## src/rtl/batcharger_adc_sched.sv

```systemverilog
// Round-robin scheduler that shares one 8-bit ADC among the battery V/I/T monitors.
// Optional macro BATSCHED_AVG_EN: a valid channel stores the rounded mean of its old value and the new sample.
//
// state    | meaning
// S_IDLE   | pick the next enabled channel and drive it onto the mux
// S_SETTLE | mux held on the picked channel while the analog path settles
// S_CONV   | start pulse in the first cycle, then wait for adc_done or timeout
module batcharger_adc_sched #(
   parameter int SETTLE_CYC  = 4,
   parameter int TIMEOUT_CYC = 64
) (
   input  logic       clk,
   input  logic       rst,
   input  logic       en,
   input  logic       vmonen,
   input  logic       imonen,
   input  logic       tmonen,
   output logic [1:0] adc_sel,
   output logic       adc_start,
   input  logic       adc_done,
   input  logic [7:0] adc_data,
   output logic [7:0] vbat,
   output logic [7:0] ibat,
   output logic [7:0] tbat,
   output logic       vtok,
   output logic       adc_err
);

   localparam int CNT_MAX = (SETTLE_CYC > TIMEOUT_CYC) ? SETTLE_CYC : TIMEOUT_CYC;
   localparam int CW      = $clog2(CNT_MAX + 1);
   localparam logic [CW-1:0] SETTLE_LD = CW'(SETTLE_CYC - 1);
   localparam logic [CW-1:0] TMO_LD    = CW'(TIMEOUT_CYC - 1);

   typedef enum logic [1:0] {
      S_IDLE   = 2'd0,
      S_SETTLE = 2'd1,
      S_CONV   = 2'd2
   } state_t;

   state_t          state, state_nxt;
   logic [CW-1:0]   cnt, cnt_nxt;
   logic [1:0]      sel_q;
   logic [1:0]      last_q;
   logic [1:0]      pick;
   logic [1:0]      c1, c2, c3;
   logic            pick_ok;
   logic            go;
   logic            conv_first;
   logic            done_hit;
   logic            tmo_hit;
   logic [3:0]      mon;
   logic            v_valid, i_valid, t_valid;
   logic [7:0]      wr_data;

   function automatic logic [1:0] nxt_ch(input logic [1:0] c);
      return (c == 2'd2) ? 2'd0 : c + 2'd1;
   endfunction

   assign mon = {1'b0, tmonen, imonen, vmonen};

   // Candidates in round-robin order starting after the last channel picked.
   always_comb begin
      c1      = nxt_ch(last_q);
      c2      = nxt_ch(c1);
      c3      = nxt_ch(c2);
      pick_ok = |mon;
      pick    = c3;
      if (mon[c1])
         pick = c1;
      else if (mon[c2])
         pick = c2;
   end

   assign go         = (state == S_IDLE) && en && pick_ok;
   assign conv_first = (state == S_CONV) && (cnt == TMO_LD);
   assign done_hit   = (state == S_CONV) && adc_done && !conv_first;
   assign tmo_hit    = (state == S_CONV) && (cnt == '0) && !done_hit;

   always_comb begin
      state_nxt = state;
      cnt_nxt   = cnt;
      adc_start = conv_first;
      adc_sel   = go ? pick : sel_q;
      case (state)
         S_IDLE: begin
            if (go) begin
               state_nxt = S_SETTLE;
               cnt_nxt   = SETTLE_LD;
            end
         end
         S_SETTLE: begin
            if (cnt == '0) begin
               state_nxt = S_CONV;
               cnt_nxt   = TMO_LD;
            end else begin
               cnt_nxt = cnt - CW'(1);
            end
         end
         S_CONV: begin
            if (done_hit || tmo_hit) begin
               state_nxt = S_IDLE;
               cnt_nxt   = '0;
            end else begin
               cnt_nxt = cnt - CW'(1);
            end
         end
         default: begin
            state_nxt = S_IDLE;
            cnt_nxt   = '0;
         end
      endcase
      if (!en) begin
         state_nxt = S_IDLE;
         cnt_nxt   = '0;
      end
   end

   always_ff @(posedge clk or posedge rst) begin
      if (rst) begin
         state   <= S_IDLE;
         cnt     <= '0;
         sel_q   <= 2'd0;
         last_q  <= 2'd2;
         v_valid <= 1'b0;
         i_valid <= 1'b0;
         t_valid <= 1'b0;
         adc_err <= 1'b0;
      end else begin
         state <= state_nxt;
         cnt   <= cnt_nxt;
         if (!en) begin
            v_valid <= 1'b0;
            i_valid <= 1'b0;
            t_valid <= 1'b0;
            adc_err <= 1'b0;
            last_q  <= 2'd2;
         end else if (go) begin
            sel_q  <= pick;
            last_q <= pick;
         end else if (done_hit) begin
            case (sel_q)
               2'd0:    v_valid <= 1'b1;
               2'd1:    i_valid <= 1'b1;
               default: t_valid <= 1'b1;
            endcase
         end else if (tmo_hit) begin
            // A dead channel loses its valid flag but keeps its last good data.
            case (sel_q)
               2'd0:    v_valid <= 1'b0;
               2'd1:    i_valid <= 1'b0;
               default: t_valid <= 1'b0;
            endcase
            adc_err <= 1'b1;
         end
      end
   end

`ifdef BATSCHED_AVG_EN
   logic [7:0] cur_old;
   logic       cur_valid;
   logic [8:0] sum;

   always_comb begin
      case (sel_q)
         2'd0: begin
            cur_old   = vbat;
            cur_valid = v_valid;
         end
         2'd1: begin
            cur_old   = ibat;
            cur_valid = i_valid;
         end
         default: begin
            cur_old   = tbat;
            cur_valid = t_valid;
         end
      endcase
      sum     = {1'b0, cur_old} + {1'b0, adc_data} + 9'd1;
      wr_data = cur_valid ? sum[8:1] : adc_data;
   end
`else
   assign wr_data = adc_data;
`endif

   always_ff @(posedge clk or posedge rst) begin
      if (rst) begin
         vbat <= 8'd0;
         ibat <= 8'd0;
         tbat <= 8'd0;
      end else if (en && done_hit) begin
         case (sel_q)
            2'd0:    vbat <= wr_data;
            2'd1:    ibat <= wr_data;
            default: tbat <= wr_data;
         endcase
      end
   end

   assign vtok = v_valid & t_valid;

endmodule
```

## config.mk

```make
export PLATFORM = sky130hd
export DESIGN_NAME = batcharger_adc_sched
export DESIGN_NICKNAME = d
export VERILOG_FILES = /design/src/rtl/batcharger_adc_sched.sv
export SDC_FILE = /design/constraint.sdc
export NUM_CORES = 1
export LEC_CHECK = 0
export CAP_MARGIN = 5
export CORE_MARGIN = 2
export CORE_UTILIZATION = 54
export DETAILED_ROUTE_END_ITERATION = 10
export HOLD_SLACK_MARGIN = 0.02
export PLACE_DENSITY = 0.85
export REMOVE_ABC_BUFFERS = 1
export SLEW_MARGIN = 40
export SYNTH_ARGS = -nofsm -noshare
export SYNTH_HDL_FRONTEND = slang
export SYNTH_SLANG_ARGS = --single-unit
```

## constraint.sdc

```tcl
create_clock -name clk -period 5.1 [get_ports clk]
set_input_delay 1.02 -clock clk [delete_from_list [all_inputs] [get_ports clk]]
set_output_delay 1.02 -clock clk [all_outputs]
set_load 0.005 [all_outputs]
```

==> metrics.txt <==
initial core utilization 57.5%; Rows 21; antenna violations before repair 0; post-synthesis cell area 1970 um2; post-synth top area share 49.6%; Worst-Skew Late Latency 0.37 ns; H-tree levels 2; Post-Route Setup TNS 0 ns; final number of hold-violating endpoints 0; CP Cell Sequence clkdlybuf4s50_1, nor3b_1, nand2_1, mux2_2, clkdlybuf4s50_1; peak supply drop 285 uV; switching share of power 33.1%; Pre-antenna DRT Iters 4; ANT cells 0; CP Data Required Time 4.08 ns; fmax 238 MHz; WL final 4.42 mm; CTS tree yes; part of the power in registers 42.3%; RSZ-0062 raised after global routing false; Cells after Synth 165; first-pass GRT wire length 7.38 mm; worst min path class flip-flop to flip-flop; clock sink total 40; CTS resizes 0; layout net count 229; height of the die 64.3 um; Die X 64.3 um; Final min period 4.20 ns; Clock Skew 0.0124 ns; total track usage 23.7%; synth unique cells 47; Largest stage delay, worst path 0.74 ns; wire per inst 17.1 um; die area 4140 um2; Post-synth EDFFs 0; ys async rst share 100%; MaxCap Viol Count 0; fraction of layout cells with a size suffix above 1 21.6%; grt ovf 0; initial DRC count 76; period utilization 82.4%; Slowest-stage cell, CP clkdlybuf4s50_1; slew at the pin with the worst max-slew slack 0.502 ns; Area contributors post-synth dfrtp_1, mux2_2, nand3_4; Detail Route Antenna Nets 0; status finished clean; Final setup viols 0; Util after Layout 73.5%; syn_area_per_cell 11.9 um2; clock buffer depth 2; CTS buffer count 5; P_sw 410 uW; Comb pwr share 40.9%; startpoint types input pin; sequential fraction of the synthesis area 51.0%; PortBufs 43; Most used DFF post-synth dfrtp_1; Clock Pin Slew Worst Setup and Hold Paths 0.11 ns; number of global-route vias before repair 1555; via count 1510; #FFs+latches synth 40; drt via density 5.83; CORE AREA 3420 um2; CP arrival 3.18 ns; post-DP HPWL 3.28 mm; cell mode on critical path clkdlybuf4s50_1; clock network power share 16.8%; Post CTS Setup Buffer Count 0; Yosys warning count 0; Final GP Congestion 0.868; Layout area overhead 27.8%; Crit. End Element primary output; P_int 828 uW; Yosys top cell by area dfrtp_1; largest net degree at the start of global routing 41; Critical Path Fanout Max 12; Pleak 0.00113 uW; critical path class input pin to primary output; Max Slew Vio Count 0; # hold bufs at CTS 0; Root Buffer Master clkbuf_4; I/O pin total 44; Slew Limit Headroom 66.5%; Power Dens Cells 493 nW/um2; Hold WS 0.516 ns; number of remaining DRC errors 0
cells by family after synthesis:
logic type / after synthesis / share of synthesized area [%]
buffers and inverters: 9 / 2.29
adder cells (fa/ha/maj): 2 / 1.27
AND/OR/NAND/NOR: 52 / 18.2
flip-flops: 40 / 51.0
AO/OA/AOI/OAI: 36 / 12.3
multiplexers: 26 / 14.9
power groups by stage:
stage	clock network, uW	registers (uW)	logic, uW
4_1_cts	211	521	510
2_1_floorplan	0	510	264
5_1_grt	225	538	552
3_5_place_dp	0	528	506
3_3_place_gp	0	516	488
6_report	207	524	507
final timing paths:
check,start,to,slack [ns],cells past startpoint
setup reg to reg,cnt[0],cnt[1],3.09,6
hold / removal,adc_err,adc_err,0.52,1
hold reg to reg,adc_err,adc_err,0.52,1
max in group asynchronous,rst,last_q[1],3.66,3
setup / recovery,en,adc_sel[0],0.90,5
min in group asynchronous,rst,cnt[5],1.07,3
sequential cells by signal, summed over array words and instances (netlist names):
signal and count:
last_q 2, sel_q 2, t_valid 1, ibat 8
cnt 7, adc_err 1, vbat 8, tbat 8
v_valid 1, state 2
layer usage:
metal	routed length (um)	global-route usage, %
met1	1780	27.6
met2	2350	42.2
met3	222	5.11
met4	70	9.57
met5	0	0
cell usage after synthesis (2+ instances only):
library cell,number
a21boi_0,3
a21boi_1,2
a21oi_1,6
and2_1,4
buf_2,3
dfrtp_1,39
ha_1,2
inv_1,5
mux2_2,26
nand2_1,9
nand2b_1,2
nand3_1,4
nand3_4,2
nand3b_1,4
nor2_1,7
nor2b_1,2
nor3_1,3
nor3_2,2
nor3b_1,2
o21a_1,2
o21ai_0,7
o22ai_1,4
stage by stage:
stage          worst slack [ns]  cells  cell area (um2)  total power, uW
6_report                  0.897    259             2510             1240
5_1_grt                   0.745    259             2510             1320
4_1_cts                   0.900    259             2510             1240
3_5_place_dp              0.924    251             2430             1030
3_3_place_gp               1.03    251             2430             1000
2_1_floorplan              2.07    161             1940              774
final cells by class:
class | count | area, um2
clock buffers | 6 | 41.3
clock inverters | 2 | 35.0
fillers | 252 | 905
inverters | 5 | 18.8
multi-input cells | 116 | 918
flip-flops and latches | 40 | 1000
well taps | 46 | 57.6
repair buffers | 44 | 438
critical path, delay by kind of cell:
kind	cells	cell delay (ns)
simple gates	2	0.64
mux	1	0.28
buf+inv	2	1.24
layout by cell type (no fill, tap or decap), types with 2 or more instances in the layout:
master           instances
o21a_1                   2
dfrtp_1                 39
nor3_2                   2
nor3b_1                  2
nor2b_1                  2
clkdlybuf4s50_1         43
nand2_1                  9
nand3_4                  2
nand3b_1                 4
inv_1                    5
nand3_1                  4
and2_1                   4
nor3_1                   3
a21boi_0                 3
nand2b_1                 2
clkbuf_4                 5
ha_1                     2
nor2_1                   7
o21ai_0                  7
mux2_2                  26
a21boi_1                 2
a21oi_1                  6
o22ai_1                  4
Power figures use the tool's default switching activity.
